`src/rtl/tx_ffe_emu.sv`:
```
// tx_ffe_emu: transmitter + channel emulation. Convolves a PAM2/PAM4 symbol
// stream with a run-time programmable impulse response (shadow/active banks).
// The pipeline has two register stages: the products, then the narrowed sum.
// Build macro: TX_EMU_SATURATE_EN makes an overflowing output clamp to the
// OUT_W signed range. Without it the output wraps (two's-complement truncation).

// One tap: coefficient times a level in {-3,-1,+1,+3}, built from shift/add.
module tx_ffe_emu_tap #(
  parameter int COEF_W = 16
) (
  input  logic              vld_i,
  input  logic [2:0]        lvl_i,
  input  logic [COEF_W-1:0] coef_i,
  output logic [COEF_W+1:0] prod_o
);
  localparam int P_W = COEF_W + 2;

  logic [P_W-1:0] c_ext;
  logic [P_W-1:0] mag;
  logic           is3;

  // Scale by 1 or 3, then negate for negative levels. Invalid history entries give 0.
  always_comb begin
    c_ext  = {{2{coef_i[COEF_W-1]}}, coef_i};
    is3    = (lvl_i == 3'b011) || (lvl_i == 3'b101);
    mag    = is3 ? ((c_ext << 1) + c_ext) : c_ext;
    prod_o = '0;
    if (vld_i) prod_o = lvl_i[2] ? -mag : mag;
  end
endmodule

module tx_ffe_emu #(
  parameter int N_TAPS = 16,
  parameter int COEF_W = 16,
  parameter int OUT_W  = 18,
  parameter int SHIFT  = 2
) (
  input  logic                      clk_i,
  input  logic                      rst_i,
  input  logic                      sym_valid_i,
  input  logic [1:0]                sym_i,
  input  logic                      pam4_i,
  input  logic                      cfg_we_i,
  input  logic [$clog2(N_TAPS)-1:0] cfg_addr_i,
  input  logic [COEF_W-1:0]         cfg_data_i,
  input  logic                      cfg_commit_i,
  output logic                      cfg_busy_o,
  output logic                      out_valid_o,
  output logic [OUT_W-1:0]          out_value_o,
  output logic                      ovf_o
);
  localparam int AW  = $clog2(N_TAPS);
  localparam int P_W = COEF_W + 2;
  localparam int S_W = P_W + AW;

  logic [N_TAPS-1:0][COEF_W-1:0] shadow_q, active_q;
  logic                          busy_q;
  logic                          commit_ok, wr_ok;

  logic [N_TAPS-1:0][2:0]        hlvl_q, hlvl_d;
  logic [N_TAPS-1:0]             hvld_q, hvld_d;
  logic [2:0]                    lvl_new;

  logic [N_TAPS-1:0][P_W-1:0]    prod_d, prod_q;
  logic [1:0]                    vld_pipe_q;

  logic signed [S_W-1:0]         sum, shifted;
  logic                          ovf_now;
  logic [OUT_W-1:0]              narrow;
  logic [OUT_W-1:0]              out_q;
  logic                          ovf_q;

  // Commits and writes are both locked out for the busy cycle after a commit.
  assign commit_ok = cfg_commit_i && !busy_q;
  assign wr_ok     = cfg_we_i && !busy_q && ({1'b0, cfg_addr_i} < (AW+1)'(N_TAPS));

  // Map the incoming symbol to a 3-bit signed level (PAM4 is Gray coded).
  always_comb begin
    lvl_new = sym_i[0] ? 3'b011 : 3'b101;
    if (pam4_i) begin
      case (sym_i)
        2'b00:   lvl_new = 3'b101;  // -3
        2'b01:   lvl_new = 3'b111;  // -1
        2'b11:   lvl_new = 3'b001;  // +1
        default: lvl_new = 3'b011;  // +3
      endcase
    end
  end

  // Next history: index 0 is the newest symbol and the oldest one drops off the end.
  always_comb begin
    hlvl_d = hlvl_q;
    hvld_d = hvld_q;
    if (sym_valid_i) begin
      hlvl_d = {hlvl_q[N_TAPS-2:0], lvl_new};
      hvld_d = {hvld_q[N_TAPS-2:0], 1'b1};
    end
  end

  // Products come from the updated history and the bank that is active before any same-edge commit.
  for (genvar i = 0; i < N_TAPS; i++) begin : g_tap
    tx_ffe_emu_tap #(.COEF_W(COEF_W)) u_tap (
      .vld_i  (hvld_d[i]),
      .lvl_i  (hlvl_d[i]),
      .coef_i (active_q[i]),
      .prod_o (prod_d[i])
    );
  end

  // Full-precision sum, arithmetic shift, then narrowing with overflow detection.
  always_comb begin
    sum = '0;
    for (int i = 0; i < N_TAPS; i++)
      sum = sum + {{AW{prod_q[i][P_W-1]}}, prod_q[i]};
    shifted = sum >>> SHIFT;
    // The value fits when every bit above the OUT_W sign bit repeats that sign bit.
    ovf_now = !((&shifted[S_W-1:OUT_W-1]) || !(|shifted[S_W-1:OUT_W-1]));
`ifdef TX_EMU_SATURATE_EN
    if (ovf_now)
      narrow = shifted[S_W-1] ? {1'b1, {(OUT_W-1){1'b0}}} : {1'b0, {(OUT_W-1){1'b1}}};
    else
      narrow = shifted[OUT_W-1:0];
`else
    narrow = shifted[OUT_W-1:0];
`endif
  end

  // Coefficient banks: the commit copies the shadow first, so a same-edge write stays in the shadow only.
  always_ff @(posedge clk_i or posedge rst_i) begin
    if (rst_i) begin
      shadow_q <= '0;
      active_q <= '0;
      busy_q   <= 1'b0;
    end else begin
      if (commit_ok) active_q <= shadow_q;
      if (wr_ok)     shadow_q[cfg_addr_i] <= cfg_data_i;
      busy_q <= commit_ok;
    end
  end

  // Symbol history and stage-1 products advance only when a symbol arrives.
  always_ff @(posedge clk_i or posedge rst_i) begin
    if (rst_i) begin
      hlvl_q     <= '0;
      hvld_q     <= '0;
      prod_q     <= '0;
      vld_pipe_q <= '0;
    end else begin
      vld_pipe_q <= {vld_pipe_q[0], sym_valid_i};
      if (sym_valid_i) begin
        hlvl_q <= hlvl_d;
        hvld_q <= hvld_d;
        prod_q <= prod_d;
      end
    end
  end

  // Stage 2: register the output sample and keep the overflow flag sticky.
  always_ff @(posedge clk_i or posedge rst_i) begin
    if (rst_i) begin
      out_q <= '0;
      ovf_q <= 1'b0;
    end else if (vld_pipe_q[0]) begin
      out_q <= narrow;
      if (ovf_now) ovf_q <= 1'b1;
    end
  end

  assign cfg_busy_o  = busy_q;
  assign out_valid_o = vld_pipe_q[1];
  assign out_value_o = out_q;
  assign ovf_o       = ovf_q;
endmodule

```
`config.mk`:
```
export PLATFORM = sky130hd
export DESIGN_NAME = tx_ffe_emu
export DESIGN_NICKNAME = d
export VERILOG_FILES = /design/src/rtl/tx_ffe_emu.sv
export SDC_FILE = /design/constraint.sdc
export NUM_CORES = 2
export LEC_CHECK = 0
export CAP_MARGIN = 10
export CORE_ASPECT_RATIO = 1.25
export CORE_MARGIN = 5
export CORE_UTILIZATION = 56
export DETAILED_ROUTE_END_ITERATION = 10
export GPL_ROUTABILITY_DRIVEN = 0
export PLACE_DENSITY_LB_ADDON = 0.12
export SLEW_MARGIN = 20
export SYNTH_ARGS = -nofsm -noshare
export SYNTH_HDL_FRONTEND = slang
export SYNTH_SLANG_ARGS = --single-unit
```
`constraint.sdc`:
```
create_clock -name clk_i -period 37.8 [get_ports clk_i]
set_clock_uncertainty 0.2 [all_clocks]
set_input_delay 7.56 -clock clk_i [delete_from_list [all_inputs] [get_ports clk_i]]
set_output_delay 7.56 -clock clk_i [all_outputs]
set_load 0.03 [all_outputs]
```
==> out/results.tsv <==
metric	value	unit
max_freq	84.7	MHz
min_period_over_period	31.2	%
fp.dieH	378	um
synth_top_cells_by_area	sky130_fd_sc_hd__dfrtp_1, sky130_fd_sc_hd__mux2_2, sky130_fd_sc_hd__fa_1, sky130_fd_sc_hd__ha_1, sky130_fd_sc_hd__inv_1	
outcome	completed	
period_needed	11810	ps
setup.reg_to_reg.worst_slack	30970	ps
final-max-slew-violation-count	0	
r2r_cells	21	
ys_ff_latch	885	
postSynthCellCount	5926	
dpl_cell_area	0.0625	mm2
max_buffers_root_to_sink	3	
required	38190	ps
worst_hold_path.num_cells	1	
most-common-layout-cells	sky130_fd_sc_hd__dfrtp_1, sky130_fd_sc_hd__inv_1, sky130_fd_sc_hd__mux2_2	
io_buffers	48	
grt_overflow	0	
post_cts.resized_instances	0	
worstMarginPinSlew	1190	ps
initialDrtViolationCount	4027	
core.rowCount	135	
die_w	304	um
globalRouteTotalUtil	29.1	%
regToRegStartpoint	prod_q[114]	
async_reset_ff_share	100	%
routed_via_density	6.16	
final_common_cell	sky130_fd_sc_hd__dfrtp_1	
core_region_area	0.108	mm2
cp.arrival	12200	ps
portion_of_the_post_synthesis_area_used_by_sequential_elements	36.5	%
synth_area_per_cell	10.2	um2
setup-tns-final	0	ps
max-cap-violations	0	
antenna_found_initial	16	
synth-warning-count	0	
final_wl	169	mm
tritoncts_num_sinks	885	
min_from	ovf_o	
min_to	ovf_o	
grt_pass1_wl	263	mm
finalNetCount	6484	
critical_path_class	input port to register	
clk_root_buffer_cell	sky130_fd_sc_hd__clkbuf_16	
tritoncts.num_buffers	95	
fillers	8926	
htree_levels	3	
drc	0	
nature_of_the_critical_path_endpoint	register	
synth.lib_cells_used.distinct	86	
detailedPlacementHpwl	122	mm
cts_tree	built	
hold_viol	0	
synthToLayoutAreaGrowth	8.81	%
hold_ws	253	ps
pin_count_of_the_biggest_net_entering_global_routing	157	
grt_pass1_vias	44800	
setup-violations-final	0	
clkLatencyLatePin	710	ps
number_of_iterations_in_the_first_detailed_routing_pass	6	
worst-path-max-fanout	69	
cell_area_after_layout	0.0660	mm2
postCtsSetupBuffers	0	
timing.rr.end	ovf_o	
postSynth.topFlopCell	sky130_fd_sc_hd__dfrtp_1	
netlist.top_cell.by_area	sky130_fd_sc_hd__dfrtp_1	
synthesized_nets	6511	
io_pins	49	
timing.slew.headroom	20.8	%
clk_transition_reported_paths	60	ps
worstSetupStartpointType	input port	
worstHoldPathType	register to register	
yosysTopAreaCellShare	36.5	%
route.antenna.remaining_nets	0	
setup_repair_after_global_routing_missed_its_margin	false	
layout-drive-gt1-share	13.8	%
initial_core_util	56.2	%
cell_area_after_technology_mapping	0.0606	mm2
dieArea	0.115	mm2
synth_edf_count	0	
routed-via-count	45700	
postCtsHoldBufs	0	
wl_per_cell	22.7	um
worst max path at each step:
stage	endpoint	slack (ps)	startpoint	depth (start not counted)
6_report	prod_q[231]	25990	sym_valid_i	14
5_1_grt	active_q[88]	25500	rst_i	6
4_1_cts	prod_q[231]	26160	sym_valid_i	14
3_5_place_dp	prod_q[231]	25400	sym_valid_i	14
2_1_floorplan	active_q[0]	5160	rst_i	1
3_3_place_gp	active_q[67]	25490	rst_i	6
routing by layer:
metal / track usage (%) / up-vias / share of wire, %
li1: - / 21200 / -
met1: 40.1 / 23000 / 42
met2: 48.4 / 1365 / 48
met3: 3.74 / 253 / 6.8
met4: 8.98 / 2 / 3.0
met5: 0 / - / 0.011
synthesized netlist by cell type, types with 12 or more instances:
cell type,instances
sky130_fd_sc_hd__nand3b_1,16
sky130_fd_sc_hd__nand2b_1,43
sky130_fd_sc_hd__o211ai_1,43
sky130_fd_sc_hd__nor4b_1,14
sky130_fd_sc_hd__clkbuf_1,196
sky130_fd_sc_hd__a31oi_1,62
sky130_fd_sc_hd__a211oi_1,62
sky130_fd_sc_hd__o21ai_0,317
sky130_fd_sc_hd__and3_1,40
sky130_fd_sc_hd__or3_1,53
sky130_fd_sc_hd__and2_1,26
sky130_fd_sc_hd__a211o_1,19
sky130_fd_sc_hd__nor2b_1,37
sky130_fd_sc_hd__a22o_1,16
sky130_fd_sc_hd__nor3b_1,32
sky130_fd_sc_hd__o221ai_1,13
sky130_fd_sc_hd__nor4_1,32
sky130_fd_sc_hd__a31o_2,18
sky130_fd_sc_hd__xor2_1,196
sky130_fd_sc_hd__mux2i_1,114
sky130_fd_sc_hd__or2_2,25
sky130_fd_sc_hd__dfrtp_1,885
sky130_fd_sc_hd__nor3_1,119
sky130_fd_sc_hd__xnor2_1,222
sky130_fd_sc_hd__nand4_1,29
sky130_fd_sc_hd__a21o_1,94
sky130_fd_sc_hd__inv_1,538
sky130_fd_sc_hd__o31ai_1,73
sky130_fd_sc_hd__fa_1,276
sky130_fd_sc_hd__nand3_1,72
sky130_fd_sc_hd__buf_1,22
sky130_fd_sc_hd__nand4b_1,12
sky130_fd_sc_hd__nor2_1,229
sky130_fd_sc_hd__mux2_2,522
sky130_fd_sc_hd__o21bai_1,29
sky130_fd_sc_hd__o22ai_1,141
sky130_fd_sc_hd__a21oi_1,228
sky130_fd_sc_hd__or4_1,21
sky130_fd_sc_hd__o21a_1,57
sky130_fd_sc_hd__o31a_1,13
sky130_fd_sc_hd__o2bb2ai_1,95
sky130_fd_sc_hd__o41ai_1,19
sky130_fd_sc_hd__ha_1,281
sky130_fd_sc_hd__nand2_1,380
state kept, by name (all words and copies together), names as in the netlist:
register	flops
prod_q	288
active_q	256
shadow_q	256
hlvl_q	48
out_value_o	18
hvld_q	15
vld_pipe_q	2
cfg_busy_o	1
ovf_o	1
kinds of logic after synthesis:
group                      synth area share [%]
AOI/OAI and AO/OA                          16.3
DFF                                        36.5
buffers and inverters                      4.73
adders and majority gates                  14.9
xor gates and xnor gates                   6.04
muxes                                      11.6
and+or+nand+nor                            9.93
worst max-delay path: stages:
cell and delay (ps):
sky130_fd_sc_hd__buf_8 250, sky130_fd_sc_hd__buf_4 600, sky130_fd_sc_hd__buf_4 710, sky130_fd_sc_hd__nand2_1 220
sky130_fd_sc_hd__o22ai_2 190, sky130_fd_sc_hd__buf_4 310, sky130_fd_sc_hd__mux2i_1 350, sky130_fd_sc_hd__o211a_1 220
sky130_fd_sc_hd__o211ai_1 110, sky130_fd_sc_hd__or3_1 390, sky130_fd_sc_hd__o21bai_1 230, sky130_fd_sc_hd__nor4_1 550
sky130_fd_sc_hd__o21ai_0 160, sky130_fd_sc_hd__a41o_1 270
per-stage QoR:
step                setup WS (ps)  util, %  cells
global placement            25490     57.9   7240
detailed placement          25400     57.9   7240
finish                      25990     61.1   7422
CTS                         26160     61.1   7418
floorplan                    5160        -   5926
global route                25500     61.1   7418
final cells by class:
cell class	count	area, um2	share of cell area (%)
Multi-Input combinational cell	4279	35700	54.1
Sequential cell	885	22100	33.6
Clock buffer	123	2670	4.05
Inverter	538	2030	3.08
Tap cell	1438	1800	2.73
Timing Repair Buffer	100	838	1.27
Clock inverter	55	812	1.23
Antenna cell	4	10.0	0.0152
Power is not shown: default switching activity piles up to over one toggle a cycle in this logic, so the estimate is an artifact.
